## src/rtl/piso_stream.sv

```systemverilog
// Parallel-in/serial-out shifter with a load handshake, per-word bit order,
// a bit counter with a last-bit flag and gap-free back-to-back reload.
module piso_stream #(
    parameter int WIDE = 4,
    parameter int CW   = $clog2(WIDE)
) (
    input  logic            clk,
    input  logic            reset,
    input  logic [WIDE-1:0] din,
    input  logic            lsb_first,
    input  logic            load_valid,
    output logic            load_ready,
    input  logic            sh,
    output logic            sout,
    output logic            sout_valid,
    output logic            last,
    output logic            busy
);

    typedef enum logic {
        IDLE  = 1'b0,
        SHIFT = 1'b1
    } state_t;

    state_t          state_q, state_d;
    logic [WIDE-1:0] shreg_q, shreg_d;
    logic [CW-1:0]   cnt_q, cnt_d;
    logic            order_q, order_d;

    // Handshake: a word transfers on a rising edge where load_valid && load_ready;
    // the producer must hold din and load_valid steady until that edge.
    // load_ready also opens on the final bit while it is being consumed, so the
    // next word's first bit follows the previous last bit with no idle cycle.
    assign busy       = (state_q == SHIFT);
    assign sout_valid = busy;
    assign last       = busy && (cnt_q == CW'(WIDE - 1));
    assign load_ready = (state_q == IDLE) || (last && sh);
    assign sout       = busy ? (order_q ? shreg_q[0] : shreg_q[WIDE-1]) : 1'b0;

    always_comb begin
        state_d = state_q;
        shreg_d = shreg_q;
        cnt_d   = cnt_q;
        order_d = order_q;
        if (load_valid && load_ready) begin
            shreg_d = din;
            order_d = lsb_first;
            cnt_d   = '0;
            state_d = SHIFT;
        end else if (busy && sh) begin
            if (last) begin
                state_d = IDLE;
                cnt_d   = '0;
            end else begin
                shreg_d = order_q ? (shreg_q >> 1) : (shreg_q << 1);
                cnt_d   = cnt_q + CW'(1);
            end
        end
    end

    always_ff @(posedge clk) begin
        if (!reset) begin
            state_q <= IDLE;
            shreg_q <= '0;
            cnt_q   <= '0;
            order_q <= 1'b0;
        end else begin
            state_q <= state_d;
            shreg_q <= shreg_d;
            cnt_q   <= cnt_d;
            order_q <= order_d;
        end
    end

endmodule

```

## config.mk

```make
export PLATFORM = sky130hd
export DESIGN_NAME = piso_stream
export DESIGN_NICKNAME = d
export VERILOG_FILES = /design/src/rtl/piso_stream.sv
export SDC_FILE = /design/constraint.sdc
export NUM_CORES = 1
export LEC_CHECK = 0
export ABC_AREA = 0
export CELL_PAD_IN_SITES_DETAIL_PLACEMENT = 0
export CELL_PAD_IN_SITES_GLOBAL_PLACEMENT = 2
export CORE_MARGIN = 2
export CORE_UTILIZATION = 24
export DETAILED_ROUTE_END_ITERATION = 16
export HOLD_SLACK_MARGIN = 0.08
export PLACE_DENSITY_LB_ADDON = 0.1
export SLEW_MARGIN = 20
export SYNTH_ARGS = -nofsm -noshare
export SYNTH_HDL_FRONTEND = slang
export SYNTH_SLANG_ARGS = --single-unit
```

## constraint.sdc

```tcl
create_clock -name clk -period 1.4 [get_ports clk]
set_input_delay 0.28 -clock clk [delete_from_list [all_inputs] [get_ports clk]]
set_output_delay 0.28 -clock clk [all_outputs]
set_load 0.03 [all_outputs]
```

# Word-level counts from Yosys, hierarchy flattened
# Index checks and enable logic that the tools add are counted.
[totals] reg_bits=8 input_bits=9 output_inout_bits=5 wordCells=29
[op_classes] add_sub_neg=1 n_eq_ne=2 n_mux=10 n_bitwise=2 n_reduce_logical=10
[ops] operator="$mux 4" count=4
[ops] operator="$mux 1" count=5
[ops] operator="$logic_and 1x1->1" count=4
[ops] operator="$reduce_and 2->1" count=2
[ops] operator="$reduce_bool 2->1" count=2
[ops] operator="$add 2x1->2 const B" count=1
[ops] operator="$eq 2x2->1 const B" count=1
[ops] operator="$mux 2" count=1
[ops] operator="$ne 2x1->1 const B" count=1
[ops] operator="$not 1->1" count=2
[ops] operator="$reduce_or 2->1" count=1
[ops] operator="$logic_or 1x1->1" count=1

# Longest topological paths before layout
[logic_depth] ltp_word=7 depth_mapped=5 ltp_nobuf=5

# Worst setup path before layout
# OpenSTA, ideal clock, no wires.
[synth_timing] path_kind="reg2reg" startpoint="register state_q (netlist: busy)" endpoint="register shreg_q[3]" setup_time_ns=0.125 t_arrival_ns=1.349 required_ns=1.275 slack_ns=-0.074 stages_incl_launch_ff=5 n_path_buf=0 synth_period_minus_slack_ns=1.474 cell_sequence="dfxtp_1 > a21bo_2 > nand2_2 > mux2i_1 > a21oi_1"
[synth_between] elab_chain_len=6 elab_cells_between_ends=10 cone_classes="eq/ne: 1; mux: 1; bitwise: 1; reduce/logical: 7"
[synth_lines] element="from (decl)" line="25" rtl="state_t state_q, state_d;"
[synth_lines] element="from (signal assigned)" line="68" rtl="state_q <= state_d;"
[synth_lines] element="$logic_and 1x1->1" line="36" rtl="assign last = busy && (cnt_q == CW'(WIDE - 1));"
[synth_lines] element="$logic_and 1x1->1" line="37" rtl="assign load_ready = (state_q == IDLE) || (last && sh);"
[synth_lines] element="$logic_or 1x1->1 *" line="37"
[synth_lines] element="named net load_ready" line="12" rtl="output logic load_ready,"
[synth_lines] element="$logic_and 1x1->1 *" line="45" rtl="if (load_valid && load_ready) begin"
[synth_lines] element="$ne 2x1->1 (no source line) or $reduce_bool 2->1 (tied branches)"
[synth_lines] element="$reduce_and 2->1 (no source line)"
[synth_lines] element="to (signal assigned)" line="69" rtl="shreg_q <= shreg_d;"
[synth_lines] element="to (decl)" line="26" rtl="logic [WIDE-1:0] shreg_q, shreg_d;"
# The timed path passes the listed nets; every way through them passes the cells marked *.
# A chain may end at the register's enable or synchronous reset.

# Final worst setup path
[layout_timing] startpoint="register cnt_q[1]" endpoint="output last"
[layout_between] elab_chain_len=2
[layout_lines] element="from (decl)" line="27" rtl="logic [CW-1:0] cnt_q, cnt_d;"
[layout_lines] element="from (signal assigned)" line="70" rtl="cnt_q <= cnt_d;"
[layout_lines] element="$eq 2x2->1" line="36"
[layout_lines] element="$logic_and 1x1->1" line="36"
[layout_lines] element="to (decl)" line="16" rtl="output logic last,"
# No other way between the ends.

==> impl_metrics.csv <==
group,metric,value,unit
sta,max_slew_margin,0.8077,
floorplan,die_w,47.20,um
critical_path,worstSetupEndpointType,"output pin",
clock_network,cts_buffer_depth,2,
sta,fin_skew,0.002878,ns
run_status,violations,"negative setup slack",
yosys,ys_types,25,
yosys,syn_nets,61,
critical_path,required,1.12,ns
yosys,ys_ff_latch,8,
clock_network,path_clk_slew,0.05,ns
floorplan,rows,15,
sta,fin_crit,1.409,ns
sta,setup_viol,1,
yosys,seq_area_frac_synth,0.3575,
clock_network,cts_buffers,3,
detailed_routing,dr.pass1.iters,3,
sta,grt_setup_unrepaired,"true",
global_routing,grt_pass1_vias,385,
floorplan,core_area,0.001745,mm2
floorplan,io-pin-count,14,
critical_path,crit_arrival,1.13,ns
detailed_routing,num_vias,435,
detailed_routing,wl_per_cell,11.54,um
sta,fmax,709.7,MHz
floorplan,start_util,0.2566,
global_routing,grtUsageTotal,0.1249,
detailed_routing,drt_wl_total,1142,um
critical_path,crit_chain,"ha_4 -> buf_6 -> and2_4 -> buf_6",
floorplan,die_h,47.20,um
job,max-cap-violations,0,
detailed_routing,first_iter_violations,2,
critical_path,crit_top_cell,"buf_6",
critical_path,start_kind,"flip-flop",
sta,fin_crit_sh,1.006,
placed_design,gp_congestion,0.6971,
clock_network,htreeDepth,1,
critical_path,worstSetupStartpoint,"cnt_q[1]$_SDFFE_PP0P_",
detailed_routing,vias_per_cell,4.394,
power_and_ir_drop,powerDensity,812.2,mW/mm2
finish,drive_gt1_frac,0.4054,
finish,final_nets,86,
sta,worst_pin_slew,0.2876,ns
placed_design,dp.final_hpwl,821.3,um
clock_network,cts.sinks,8,
yosys,netlist_instances,51,
yosys,synth_warnings,0,
global_routing,grt-ovfl-total,0,
critical_path,rr_startpoint,"cnt_q[1]$_SDFFE_PP0P_",
critical_path,cp_max_fo,3,
yosys,synth_area,447.9,um2
hold_path,min_path_type,"reg -> reg",
sta,worst_slack,-0.009035,ns
global_routing,antenna_found_initial,0,
clock_network,cts_root_buf,"clkbuf_4",
power_and_ir_drop,peakVddDrop,594.6,uV
floorplan,die-area,0.002228,mm2
power_and_ir_drop,leakage,0.3108,nW
global_routing,grt_first_pass_wirelength,1828,um
power_and_ir_drop,power,0.5894,mW
placed_design,placed_cells,94,
finish,final_cells,99,
critical_path,worstSetupPathType,"reg -> out",
critical_path,cp_slowest_cell,"dfxtp_2",
sta,hold_viol,0,
critical_path,critPathMaxStageDelay,0.33,ns
clock_network,clock_latency,0.25,ns
hold_path,min_from,"shreg_q[1]$_SDFFE_PN0P_",
sta,holdWs,0.4986,ns
placed_design,place_ws,-0.2200,ns
detailed_routing,drc_errors,0,
detailed_routing,ant_nets,0,
yosys,avgSynthCellArea,8.783,um2
run_status,outcome,"finished with violations",
finish,syn_to_final_growth,62.01,%
finish,antenna_cells,0,
placed_design,port-buffer-count,13,
clock_network,cts_tree,"built",
global_routing,grt_max_degree,11,
clock_network,ctsHoldBuffers,0,
finish,fin_util,0.4158,
sta,slew_viol_final,0,
repair_timing:
action	in CTS	in global routing
setup buffers	1	1
pin swaps	1	0
setup endpoints to repair	2	5
hold endpoints to repair	0	0
resized for setup	9	5
sequential cells by signal (all words and copies together) (netlist names):
| signal | flops |
|---|---|
| shreg_q | 4 |
| cnt_q | 2 |
| busy | 1 |
| order_q | 1 |
path summary, 6_finish.rpt:
check / cells past startpoint / endpoint / slack (ns)
max reg2reg: 8 / cnt_q[0]$_SDFFE_PP0P_ / 0.07
max: 4 / last / -0.009
min reg2reg: 2 / shreg_q[1]$_SDFFE_PN0P_ / 0.50
min: 2 / shreg_q[1]$_SDFFE_PN0P_ / 0.50
layout make-up:
type	count	area [um2]
fillers	197	1020
multi-input cells	39	299.0
repair buffers	22	195.2
flip-flops and latches	8	170.2
well taps	25	31.28
clock buffers	3	22.52
inverters	2	7.507
synthesized netlist by cell type:
| cell type | number | area (um2) |
|---|---|---|
| dfxtp_1 | 8 | 160.2 |
| nand2_1 | 5 | 18.77 |
| nor2b_1 | 5 | 31.28 |
| mux2i_1 | 4 | 40.04 |
| o21ai_0 | 4 | 20.02 |
| nor2_1 | 3 | 11.26 |
| a21oi_1 | 2 | 10.01 |
| inv_1 | 2 | 7.510 |
| mux2_2 | 2 | 22.52 |
| a21bo_2 | 1 | 10.01 |
| a21boi_0 | 1 | 7.510 |
| a221oi_1 | 1 | 8.760 |
| a2bb2oi_2 | 1 | 15.01 |
| and2_1 | 1 | 6.260 |
| and2b_2 | 1 | 8.760 |
| and3_1 | 1 | 6.260 |
| buf_4 | 1 | 7.510 |
| clkbuf_1 | 1 | 3.750 |
| ha_1 | 1 | 12.51 |
| nand2_2 | 1 | 6.260 |
| nand3_1 | 1 | 5.000 |
| nand3b_1 | 1 | 7.510 |
| nor3b_1 | 1 | 7.510 |
| o22ai_1 | 1 | 6.260 |
| o31ai_1 | 1 | 7.510 |
cell families (layout without fill, tap and decap cells):
group	Yosys count	count (layout)	synth area share
compound gates	12	12	0.1900
fa+ha+maj	1	1	0.02793
buf+inv	4	27	0.04190
flops	8	8	0.3575
mux	6	6	0.1397
simple gates	20	20	0.2431
per-layer routing:
layer  share of wire  track usage  routed length (um)
met1            0.50       0.1651                 575
met2            0.43       0.1644                 488
met3           0.053      0.07308                  61
met4           0.015      0.05000                  17
met5               0            0                   0
stage by stage:
stage	instance area, um2	TNS (ns)
finish	725.7	-0.009035
global route	725.7	-0.09756
CTS	696.9	-0.02283
detailed placement	639.4	-1.202
global placement	639.4	-1.081
floorplan	449.2	0
report_power, final:
group	switching [mW]	leakage, nW	internal (mW)
combinational	0.0679	0.229	0.0850
clock	0.0750	0.0138	0.0979
sequential	0.0190	0.0681	0.245
total	0.162	0.311	0.428
cell usage in the layout, fill, tap and decap left out:
cell type	synthesis	routed
buf_4	1	11
clkdlybuf4s50_1	0	7
o22ai_1	1	1
a2bb2oi_4	0	1
and3_1	1	1
ha_4	0	1
nand3_1	1	1
dfxtp_2	0	2
and2_4	0	1
a21oi_2	0	1
nand2_2	1	1
buf_6	0	3
nor3b_1	1	1
mux2_2	2	2
dfxtp_4	0	2
clkbuf_4	0	3
and2b_2	1	1
a21boi_0	1	1
o21ai_0	4	4
a21oi_1	2	1
a221oi_1	1	1
nand3b_1	1	1
nand2_1	5	5
o31ai_1	1	1
mux2i_1	4	4
inv_1	2	2
nor2b_1	5	5
nor2_1	3	3
a21bo_2	1	1
dlygate4sd2_1	0	1
dfxtp_1	8	4
worst max-delay path, delay by kind of cell, from the launching register on:
kind	cells	cell delay, ns
fa+ha+maj	1	0.16
simple gates	1	0.15
buf+inv	2	0.24
flops	1	0.33
(Power assumes the default switching activity.)
